<file path="config.mk">
export PLATFORM = sky130hd
export DESIGN_NAME = seq_divider
export DESIGN_NICKNAME = d
export VERILOG_FILES = /design/src/rtl/divider_pkg.sv /design/src/rtl/prefix_sub.sv /design/src/rtl/seq_divider.sv
export SDC_FILE = /design/constraint.sdc
export NUM_CORES = 1
export LEC_CHECK = 0
export CORE_ASPECT_RATIO = 0.5
export CORE_UTILIZATION = 60
export DETAILED_ROUTE_END_ITERATION = 10
export PLACE_DENSITY = 0.95
export SLEW_MARGIN = 15
export SYNTH_ARGS = -nofsm -noshare
export SYNTH_HDL_FRONTEND = slang
export SYNTH_SLANG_ARGS = --single-unit
export TNS_END_PERCENT = 5
</file>
<file path="constraint.sdc">
create_clock -name clk -period 6.3 [get_ports clk]
set_clock_uncertainty 0.1 [all_clocks]
set_input_delay 0.945 -clock clk [delete_from_list [all_inputs] [get_ports clk]]
set_output_delay 0.945 -clock clk [all_outputs]
set_load 0.005 [all_outputs]
</file>
<file path="src/rtl/divider_pkg.sv">
`default_nettype none
// ============================================================================
// Module      : divider_pkg
// Description : Shared types and helpers for the sequential restoring divider.
//               - div_state_t : FSM state encoding (IDLE, CALC, DONE)
//               - cnt_width() : iteration counter width for an N-bit divider
// Revision    : 1.0 - initial release
// ============================================================================
package divider_pkg;

    typedef enum logic [1:0] {
        IDLE = 2'd0,
        CALC = 2'd1,
        DONE = 2'd2
    } div_state_t;

    // Counter must index iterations 0..N-1.
    function automatic int cnt_width(input int n);
        return (n > 1) ? $clog2(n) : 1;
    endfunction

endpackage : divider_pkg
`default_nettype wire

</file>
<file path="src/rtl/prefix_sub.sv">
`default_nettype none
// ============================================================================
// Module      : prefix_sub
// Description : Combinational W-bit subtractor diff = a + ~b + 1 whose carry
//               chain is a Kogge-Stone parallel-prefix tree with cin = 1.
// Ports       : a, b       - W-bit unsigned operands
//               diff       - a - b modulo 2^W
//               no_borrow  - final carry out, 1 iff a >= b
// Revision    : 1.0 - initial release
// ============================================================================
module prefix_sub #(
    parameter int W = 33
) (
    input  logic [W-1:0] a,
    input  logic [W-1:0] b,
    output logic [W-1:0] diff,
    output logic         no_borrow
);

    localparam int STAGES = (W > 1) ? $clog2(W) : 1;

    logic [W-1:0] w_bn;
    logic [W-1:0] w_p;
    logic [W-1:0] w_g;
    logic [W-1:0] w_grp_g;
    logic [W-1:0] w_grp_p;

    assign w_bn = ~b;
    assign w_p  = a ^ w_bn;
    assign w_g  = a & w_bn;

    // Group generate over [i:0] including the carry-in. Bits are updated from
    // the top down inside each stage so every bit combines with the lower
    // neighbour's value from the previous stage.
    always_comb begin
        w_grp_g    = w_g;
        w_grp_p    = w_p;
        // cin = 1 folds into bit 0: carry out of bit 0 is g0 | p0.
        w_grp_g[0] = w_g[0] | w_p[0];
        for (int s = 0; s < STAGES; s++) begin
            for (int i = W - 1; i >= (1 << s); i--) begin
                w_grp_g[i] = w_grp_g[i] | (w_grp_p[i] & w_grp_g[i - (1 << s)]);
                w_grp_p[i] = w_grp_p[i] & w_grp_p[i - (1 << s)];
            end
        end
    end

    assign diff      = w_p ^ {w_grp_g[W-2:0], 1'b1};
    assign no_borrow = w_grp_g[W-1];

endmodule : prefix_sub
`default_nettype wire

</file>
<file path="src/rtl/seq_divider.sv">
`default_nettype none
// ============================================================================
// Module      : seq_divider
// Description : Multi-cycle unsigned radix-2 restoring divider, one quotient
//               bit per cycle, valid/ready handshakes on operands and result.
// Ports       : clk, rst_n (async, active low)
//               in_valid/in_ready, dividend, divisor        - operand side
//               out_valid/out_ready, quotient, remainder,
//               div_by_zero                                 - result side
//               busy                                        - CALC or DONE
// Revision    : 1.0 - initial release
// ============================================================================
module seq_divider
    import divider_pkg::*;
#(
    parameter int N = 32
) (
    input  logic         clk,
    input  logic         rst_n,
    input  logic         in_valid,
    output logic         in_ready,
    input  logic [N-1:0] dividend,
    input  logic [N-1:0] divisor,
    output logic         out_valid,
    input  logic         out_ready,
    output logic [N-1:0] quotient,
    output logic [N-1:0] remainder,
    output logic         div_by_zero,
    output logic         busy
);

    localparam int            CW     = cnt_width(N);
    localparam logic [CW-1:0] c_LAST = CW'(N - 1);

    div_state_t    r_state;
    div_state_t    w_next;
    logic [CW-1:0] r_cnt;
    logic [N:0]    r_r;        // partial remainder
    logic [N-1:0]  r_q;        // quotient being assembled
    logic [N-1:0]  r_d;        // working dividend, MSB feeds R each step
    logic [N-1:0]  r_divisor;
    logic [N-1:0]  r_quot;
    logic [N-1:0]  r_rem;
    logic          r_dbz;
    logic          r_out_valid;

    logic          w_accept;
    logic          w_div_zero;
    logic [N:0]    w_rsh;
    logic [N:0]    w_diff;
    logic          w_no_borrow;
    logic          w_unused_r_msb;

    assign w_accept       = in_valid && (r_state == IDLE);
    assign w_div_zero     = (divisor == '0);
    assign w_rsh          = {r_r[N-1:0], r_d[N-1]};
    // A restoring step never leaves R[N] set, so the top bit is not consumed.
    assign w_unused_r_msb = r_r[N];

    prefix_sub #(
        .W (N + 1)
    ) u_sub (
        .a         (w_rsh),
        .b         ({1'b0, r_divisor}),
        .diff      (w_diff),
        .no_borrow (w_no_borrow)
    );

    // ---------------- FSM ----------------
    always_ff @(posedge clk or negedge rst_n) begin
        if (!rst_n) begin
            r_state <= IDLE;
        end else begin
            r_state <= w_next;
        end
    end

    always_comb begin
        w_next   = r_state;
        in_ready = 1'b0;
        busy     = 1'b0;
        case (r_state)
            IDLE: begin
                in_ready = 1'b1;
                if (w_accept) begin
                    w_next = w_div_zero ? DONE : CALC;
                end
            end
            CALC: begin
                busy = 1'b1;
                if (r_cnt == c_LAST) begin
                    w_next = DONE;
                end
            end
            DONE: begin
                busy = 1'b1;
                if (r_out_valid && out_ready) begin
                    w_next = IDLE;
                end
            end
            default: w_next = IDLE;
        endcase
    end

    // ---------------- Datapath ----------------
    always_ff @(posedge clk or negedge rst_n) begin
        if (!rst_n) begin
            r_cnt       <= '0;
            r_r         <= '0;
            r_q         <= '0;
            r_d         <= '0;
            r_divisor   <= '0;
            r_quot      <= '0;
            r_rem       <= '0;
            r_dbz       <= 1'b0;
            r_out_valid <= 1'b0;
        end else begin
            case (r_state)
                IDLE: begin
                    if (w_accept) begin
                        r_d       <= dividend;
                        r_divisor <= divisor;
                        r_r       <= '0;
                        r_q       <= '0;
                        r_cnt     <= '0;
                        // Divide-by-zero skips CALC and presents its result
                        // on the very next cycle.
                        if (w_div_zero) begin
                            r_quot      <= '1;
                            r_rem       <= dividend;
                            r_dbz       <= 1'b1;
                            r_out_valid <= 1'b1;
                        end
                    end
                end
                CALC: begin
                    r_r   <= w_no_borrow ? w_diff : w_rsh;
                    r_q   <= {r_q[N-2:0], w_no_borrow};
                    r_d   <= {r_d[N-2:0], 1'b0};
                    r_cnt <= r_cnt + 1'b1;
                end
                DONE: begin
                    // First DONE cycle registers the result; afterwards hold
                    // until the consumer takes it.
                    if (!r_out_valid) begin
                        r_quot      <= r_q;
                        r_rem       <= r_r[N-1:0];
                        r_out_valid <= 1'b1;
                    end else if (out_ready) begin
                        r_out_valid <= 1'b0;
                        r_dbz       <= 1'b0;
                    end
                end
                default: ;
            endcase
        end
    end

    assign out_valid   = r_out_valid;
    assign quotient    = r_quot;
    assign remainder   = r_rem;
    assign div_by_zero = r_dbz;

endmodule : seq_divider
`default_nettype wire

</file>
**After elaboration in Yosys (flattened, before gate mapping)**

Index checks and enable logic that the tools add are counted.

- Input bits: 68
- Register bits after elaboration: 201
- Output and inout bits: 68
- Logic and storage cells: 430

- Reduce and logical (&&, ||, !) cells: 13
- Bitwise gates (word level): 364
- Muxes and demuxes: 32
- Equal/unequal tests: 10
- Add/subtract/negate cells: 1

Operator list:

| operator | count |
|---|---|
| $mux 32 | 10 |
| $pmux 32 s2 | 5 |
| $and 1x1->1 | 229 |
| $or 1x1->1 | 131 |
| $and 33x33->33 | 1 |
| $not 32->33 | 1 |
| $xor 33x33->33 | 1 |
| $logic_not 32->1 | 1 |
| $xor 32x32->32 | 1 |
| $ne 2x2->1 const B | 7 |
| $pmux 5 s2 | 1 |
| $mux 1 | 8 |
| $mux 2 | 4 |
| $pmux 2 s3 | 1 |
| $reduce_and 3->1 | 2 |
| $add 5x1->5 const B | 1 |
| $eq 5x5->1 const B | 1 |
| $mux 5 | 1 |
| $reduce_and 5->1 | 1 |
| $pmux 1 s2 | 2 |
| $reduce_and 2->1 | 2 |
| $reduce_and 4->1 | 1 |
| $reduce_bool 2->1 | 2 |
| $eq 2x1->1 const B | 1 |
| 4 further kinds | 5 |

**Longest topological paths before layout**

Gate-level depths: netlist of the first run.

- Depth in word-level cells: 15
- Gate-level depth with buffers: 12
- Mapped depth without buffers: 12

**Cells and area by module**

From an unflattened synthesis of the first run, not the netlist that was laid out.

- Cell total of the unflattened synthesis: 1019
- Area, all modules: 10558.9 um^2

By module, submodules not included:

| module | area an instance (um^2) | cells each | sequential area each (um^2) | instances |
|---|---|---|---|---|
| seq_divider | 8610.8 | 736 | 5029.8 | 1 |
| prefix_sub | 1948.1 | 283 | 0.0 | 1 |

**Worst setup path before layout of the first run**

No wires, ideal clock.

- Path kind: in2reg
- Start: in divisor[24]
- End: reg r_quot[10] (netlist: quotient[10])
- Arrival time: 2.413 ns
- Slack: 3.666 ns
- Setup time: 0.121 ns
- Cell stages on the path: 10
- Buffers on the path: 2
- Data required time: 6.079 ns
- Cells stage by stage: nor4_1 nand4_1 nor2_1 nand2_1 nand2_1 nand2_1 or2_1 clkbuf_1 buf_2 o22a_1

- Word-level cells in the longest chain between the ends: 3

Ends and longest elaborated chain:

| what | RTL line | text |
|---|---|---|
| from (decl) | seq_divider.sv:23 | `input logic [N-1:0] divisor,` |
| $logic_not 32->1 | seq_divider.sv:55 | `assign w_div_zero = (divisor == '0);` |
| $ne 2x2->1 (no source line) | -- |  |
| $reduce_and 4->1 (no source line) | -- |  |
| to (signal assigned) | seq_divider.sv:146 | `r_quot <= r_q;` |
| to (decl) | seq_divider.sv:42 | `logic [N-1:0] r_quot;` |

No other way between the ends.
A chain may end at the register's enable or synchronous reset.

**Final worst setup path of the first run**

- Start: reg r_state[1]
- End: reg r_r[22]

- Word-level cells in the longest chain between the ends: 4
- Elaborated cells on any way between the ends: 7
- Classes of those cells: eq/ne (2); mux (1); reduce/logical (4)

Ends and longest elaborated chain:

| what | RTL line | text |
|---|---|---|
| from (decl) | seq_divider.sv:35 | `div_state_t r_state;` |
| from (signal assigned) | seq_divider.sv:74 | `r_state <= w_next;` |
| $logic_not 2->1 | seq_divider.sv:54, seq_divider.sv:118 |  |
| $logic_and 1x1->1 | seq_divider.sv:54 | `assign w_accept = in_valid && (r_state == IDLE);` |
| $ne 2x2->1 (no source line) | -- |  |
| $reduce_and 2->1 (no source line) | -- |  |
| to (signal assigned) | seq_divider.sv:137 | `r_r <= w_no_borrow ? w_diff : w_rsh;` |
| to (decl) | seq_divider.sv:38 | `logic [N:0] r_r;` |

Several ways; a longest one is shown, not always the timed one.

==> results of run 1 <==
power breakdown:
group          internal (mW)  switching, mW  total, mW
logic                   1.68           2.06       3.74
clock network          0.684          0.493       1.18
registers               1.88          0.505       2.39
total                   4.25           3.06       7.30
final cells by class:
cell class	instances	share of cell area
repair buffers	139	0.114
multi-input cells	659	0.385
clock buffers	25	0.0442
inverters	42	0.0129
clock inverters	7	0.00750
flip-flops and latches	201	0.413
well taps	227	0.0233
worst min path at each step:
stage          slack [ps]       endpoint           from
6_report              390        r_d[22]        r_d[22]
5_1_grt               430  r_divisor[28]  r_divisor[28]
4_1_cts               390        r_d[22]        r_d[22]
3_5_place_dp          370        r_d[22]        r_d[22]
3_3_place_gp          360         r_d[7]         r_d[7]
2_1_floorplan         350        r_d[10]        r_d[10]
logic make-up after synthesis:
family	after synthesis	synth area share
adder cells (fa/ha/maj)	38	0.0477
flip-flops	201	0.496
AND/OR/NAND/NOR	190	0.0811
XOR/XNOR	29	0.0251
AO/OA/AOI/OAI	287	0.189
multiplexers	115	0.118
buffers and inverters	99	0.0425
layout by cell type, fill, tap and decap left out, drive strengths merged, types with 4 or more instances in the layout:
master,synthesis,final
a211oi,5,5
a32oi,11,11
clkbuf,26,26
inv,42,43
a21o,7,7
nor2,54,54
o22a,33,33
mux2i,82,82
a31oi,10,10
clkdlybuf4s50,0,134
buf,31,4
dfrtp,201,201
xnor2,14,14
o21a,11,11
a211o,4,4
nor3,5,5
nand4,7,7
nor2b,5,5
a22o,34,34
mux2,33,33
nor4,9,9
nand2,94,94
a21oi,67,67
o21ai,86,86
xor2,15,15
ha,37,37
nand3,5,5
per-layer routing:
layer  vias up  global-route usage  part of all wire
li1       3675                   -                 -
met1      4008               0.420              0.43
met2       420               0.487              0.47
met3        59              0.0496             0.082
met4         0              0.0799             0.024
met5         -                   0                 0
through the flow:
| step | hold slack, ps | std cells | util | area, sq um | total power [mW] |
|---|---|---|---|---|---|
| finish | 385 | 1300 | 0.741 | 12200 | 7.30 |
| global route | 425 | 1300 | 0.741 | 12200 | 7.75 |
| CTS | 386 | 1300 | 0.741 | 12200 | 7.24 |
| detailed placement | 371 | 1268 | 0.703 | 11600 | 6.00 |
| global placement | 362 | 1268 | 0.703 | 11600 | 5.78 |
| floorplan | 350 | 959 | - | 10100 | 4.88 |
flip-flops by register name, summed over array words and instances, names as in the netlist:
signal       cells
quotient        32
r_d             32
r_divisor       32
r_q             32
r_r             32
remainder       32
r_cnt            5
r_state          2
div_by_zero      1
out_valid        1
worst register-to-register path, stage by stage, from the launching register on:
cell	delay (ps)
dfrtp_1	410
inv_1	90
ha_2	900
inv_1	390
nor2_4	880
nand2_1	570
o21ai_1	330
==> results.py, run 1 <==
metrics = {
    "route": {
        "via_per_inst": 6.28,
        "drc": 0,
        "wl_per_cell_um": 19.9,
        "drt_iter0_drc": 834,
        "vias": 8162,
        "drt_pass1_iterations": 8,
        "wirelength_um": 25800,
        "antenna_left": 0,
    },
    "synthesis": {
        "ys_seq_elements": 201,
        "yosysWarningCount": 0,
        "synth.area.top_cells": "dfrtp_1 (50%), mux2i_1 (8.1%), ha_1 (4.6%)",
        "syn_avg_cell_area_sq_um": 10.6,
        "synth_nets": 1065,
        "yosys-top-cells-count": "dfrtp_1 (201), nand2_1 (94), mux2i_1 (82)",
        "ys_seq_area_frac": 0.496,
        "synth_top_area_share": 0.496,
        "yosys.area.top_type": "dfrtp_1",
        "netlist_area_sq_um": 10100,
        "synthCells": 959,
        "synth_edf_count": 0,
        "ys.flop_type": "dfrtp_1",
        "synth-async-reset-ratio": 1.00,
        "synth.most_common_cell": "dfrtp_1",
        "yosys.cell_types.count": 61,
    },
    "clock_network": {
        "cts_setup_buffers": 0,
        "cts_buffers": 19,
        "cts_hold_buffers": 0,
        "cts_tree": "yes",
        "cts_buffer_depth": 3,
        "cts.clk_slew.worst_paths_ps": 70,
        "clock_latency_ps": 500,
        "clock_sinks": 201,
        "cts_resized": 0,
        "htreeDepth": 1,
        "cts_root_buf": "clkbuf_16",
    },
    "global_routing": {
        "track_usage": 0.300,
        "grt_pass1_wl_um": 41100,
        "grt_pass1_vias": 7963,
        "grt-ovfl-total": 0,
        "antenna_found_initial": 0,
        "grt_max_degree": 130,
    },
    "placement": {
        "place.gp.congestion": 0.919,
        "dp_hpwl_um": 17500,
        "portBuffers": 135,
        "pre_cts_ws_ps": 2220,
    },
    "timing": {
        "hold_viol": 0,
        "fin_ws_ps": 2530,
        "slew_headroom": 0.275,
        "slew_viol_final": 0,
        "timing.setup.tns_ps": 0,
        "rsz0062_at_grt": "false",
        "period_needed_ps": 3770,
        "finalCritPeriodShare": 0.598,
        "tightest_slew_ps": 1090,
        "finalSetupViolations": 0,
        "max_freq_mhz": 266,
    },
    "setup_path": {
        "path_cells": "inv_1 > ha_2 > inv_1 > nor2_4 > nand2_1 > o21ai_1",
        "cpMaxStageDelayCell": "ha_2",
        "critical_path.startpoint": "r_state[1]",
        "ff2ff_path_depth": 6,
        "crit_family": "simple AND/OR/NAND/NOR gates",
        "crit_required_ps": 6600,
        "worstReg2RegStart": "r_state[1]",
        "worst_setup_path_start_kind": "flop",
        "worstSetupPathType": "flop to flop",
        "cpPeakStageDelay_ps": 900,
        "cp_common_cell": "inv_1",
        "endpoint_kind": "flop",
        "critPathMaxFanout": 45,
        "rr_endpoint": "r_r[22]",
        "reg2reg_slack_ps": 2530,
        "worstPathArrival_ps": 4060,
        "crit_cells": 6,
        "worstSetupEndpoint": "r_r[22]",
        "critical_path_buf_inv_count": 2,
    },
    "power": {
        "power_density_nw_per_um2": 600,
        "p_leak_nw": 5.23,
        "peakVddDrop_mv": 0.338,
    },
    "floorplanning": {
        "die_h_um": 93.9,
        "dieWidth_um": 186,
        "die_area_sq_um": 17400,
        "start_util": 0.616,
        "coreArea_sq_um": 16400,
        "ioPinCount": 136,
        "num_rows": 33,
    },
    "finish": {
        "n_antenna_cell": 0,
        "n_fill_cell": 1064,
        "drive_above_1_share": 0.0801,
        "area_delta_synth_final_pct": 20.2,
        "seqCellArea_sq_um": 5030,
        "multi_input_area_sq_um": 4700,
        "layout.nets": 1168,
    },
    "min_path": {
        "min_path_cells": 2,
        "hp-class": "flop to flop",
    },
    "job": {
        "drv_cap": 0,
    },
    "run_status": {
        "outcome": "complete, no violations",
    },
}
Note: power is estimated with default switching activity, not from simulation.
==> run 2, diff against run 1 <==
--- a/config.mk
+++ b/config.mk
@@ -6,9 +6,9 @@
 export NUM_CORES = 1
 export LEC_CHECK = 0
 export CORE_ASPECT_RATIO = 0.5
-export CORE_UTILIZATION = 60
+export CORE_UTILIZATION = 56
 export DETAILED_ROUTE_END_ITERATION = 10
-export PLACE_DENSITY = 0.95
+export PLACE_DENSITY = 0.92
 export SLEW_MARGIN = 15
 export SYNTH_ARGS = -nofsm -noshare
 export SYNTH_HDL_FRONTEND = slang
==> constraint.sdc (replaced) <==
create_clock -name clk -period 3.6 [get_ports clk]
set_clock_uncertainty 0.1 [all_clocks]
set_input_delay 0.54 -clock clk [delete_from_list [all_inputs] [get_ports clk]]
set_output_delay 0.54 -clock clk [all_outputs]
set_load 0.005 [all_outputs]
==> run 2 against run 1 <==
Compared with the run above:
- the flow now finishes with violations (negative hold slack)
- power is 77% higher
- global-route usage fell by 1.5 points
- register-to-register slack got worse by 2000 ps
- cell area increased by 1.1%
==> results.py, run 2 (synthesized netlist as in run 1, its figures left out) <==
metrics = {
    "floorplanning": {
        "die_h_um": 97.1,
        "ioPinCount": 136,
        "start_util": 0.578,
        "dieWidth_um": 192,
        "die_area_sq_um": 18700,
        "coreArea_sq_um": 17500,
        "num_rows": 34,
    },
    "finish": {
        "final_util": 0.703,
        "area_delta_synth_final_pct": 21.5,
        "n_antenna_cell": 0,
        "mostFrequentLayoutCells": "dfrtp_1 (201), clkdlybuf4s50_1 (134), nand2_1 (94), mux2i_1 (82), a21oi_1 (67)",
        "n_fill_cell": 1219,
        "layout.nets": 1180,
        "multi_input_area_sq_um": 4700,
        "seqCellArea_sq_um": 5030,
        "layout_commonest_cell": "dfrtp_1",
        "drive_above_1_share": 0.0876,
        "post-route-cell-area_sq_um": 12300,
    },
    "clock_network": {
        "cts.clk_slew.worst_paths_ps": 70,
        "cts_root_buf": "clkbuf_16",
        "cts_tree": "yes",
        "cts_resized": 0,
        "cts_setup_buffers": 0,
        "clock_latency_ps": 500,
        "clock_sinks": 201,
        "cts_buffer_depth": 3,
        "cts_hold_buffers": 0,
        "cts_buffers": 19,
        "htreeDepth": 1,
    },
    "global_routing": {
        "grt_use_met2": 0.442,
        "met1_usage": 0.412,
        "grt_pass1_wl_um": 42000,
        "grt_pass1_vias": 8019,
        "use_met3": 0.0444,
        "grt-ovfl-total": 0,
        "antenna_found_initial": 0,
        "grt_max_degree": 91,
        "grt.busiest_layer": "met2",
        "track_usage": 0.285,
    },
    "timing": {
        "hold_viol": 4,
        "tightest_slew_ps": 734,
        "period_needed_ps": 3070,
        "slew_headroom": 0.511,
        "finalSetupViolations": 0,
        "hold_ws_ps": -13.1,
        "timing.setup.tns_ps": 0,
        "max_freq_mhz": 326,
        "finalCritPeriodShare": 0.851,
        "slew_viol_final": 0,
        "rsz0062_at_grt": "false",
    },
    "placement": {
        "place.gp.congestion": 0.910,
        "placedInstanceArea_sq_um": 11700,
        "portBuffers": 135,
        "dp_hpwl_um": 18200,
    },
    "setup_path": {
        "crit_required_ps": 3860,
        "critPathMaxFanout": 16,
        "worstPathArrival_ps": 3330,
        "path_cells": "ha_1 > nand4_1 > o22ai_1 > nand2_1 > nand4_2 > a31oi_2 > o21ai_4 > buf_4 > mux2i_1 > o21ai_1",
        "cpPeakStageDelay_ps": 480,
        "endpoint_kind": "flop",
        "worst_setup_path_start_kind": "flop",
        "worstReg2RegStart": "r_r[9]",
        "cpMaxStageDelayCell": "dfrtp_1",
        "critical_path.startpoint": "r_r[9]",
        "worstSetupPathType": "flop to flop",
    },
    "route": {
        "drt_iter0_drc": 611,
        "wirelength_um": 26300,
        "via_per_inst": 6.20,
        "vias": 8178,
        "antenna_left": 0,
        "wl_per_cell_um": 20.0,
        "drc": 0,
        "drt_pass1_iterations": 5,
    },
    "power": {
        "peakVddDrop_mv": 0.494,
        "power_density_nw_per_um2": 1050,
        "p_leak_nw": 5.30,
    },
    "run_status": {
        "failed_checks": "negative hold slack",
        "outcome": "finished, violations left",
    },
    "job": {
        "drv_cap": 0,
    },
    "min_path": {
        "hp-class": "primary input to async pin",
    },
}
-- run 2: path summary, 6_finish.rpt --
check,endpoint,slack [ps],cells after the start
hold reg to reg,r_d[24],390,2
setup / recovery,r_r[13],530,10
hold / removal,r_q[22],-10,1
setup reg to reg,r_r[13],530,10
max in group asynchronous,remainder[23],2520,2
min in group clk,r_d[24],390,2
-- run 2: per-stage QoR --
| stage | power, mW | setup WS (ps) | instances |
|---|---|---|---|
| 2_1_floorplan | 8.54 | 1030 | 959 |
| 3_3_place_gp | 10.4 | 309 | 1287 |
| 3_5_place_dp | 10.7 | 269 | 1287 |
| 4_1_cts | 12.8 | 576 | 1319 |
| 5_1_grt | 13.7 | 332 | 1319 |
| 6_report | 12.9 | 535 | 1319 |
-- run 2: final cells by class --
class                      count  area share
clock buffer                  27      0.0443
clock inverter                 5     0.00437
inverter                      42      0.0128
multi-input combinational    659       0.381
sequential                   201       0.408
tap                          234      0.0238
timing repair buffer         151       0.125
-- run 2: where the power goes --
part           internal (mW)  switching, mW  leakage (nW)  total (mW)
combinational           3.05           3.67          2.58        6.73
sequential              3.30          0.874          2.41        4.17
clock                   1.13          0.870         0.298        2.00
total                   7.48           5.42          5.30        12.9
-- run 2: routing by layer --
layer | part of all wire | vias to the layer above
met5 | 0 | -
met4 | 0.030 | 0
met3 | 0.065 | 66
met2 | 0.45 | 320
met1 | 0.45 | 4099
li1 | - | 3693
-- run 2: worst max-delay path, delay by kind of cell (launching register included) --
kind / cells / cell delay, ps
AO/OA/AOI/OAI: 4 / 860
flip-flops: 1 / 480
adder cells (fa/ha/maj): 1 / 450
AND/OR/NAND/NOR: 3 / 440
buffers and inverters: 1 / 340
multiplexers: 1 / 260
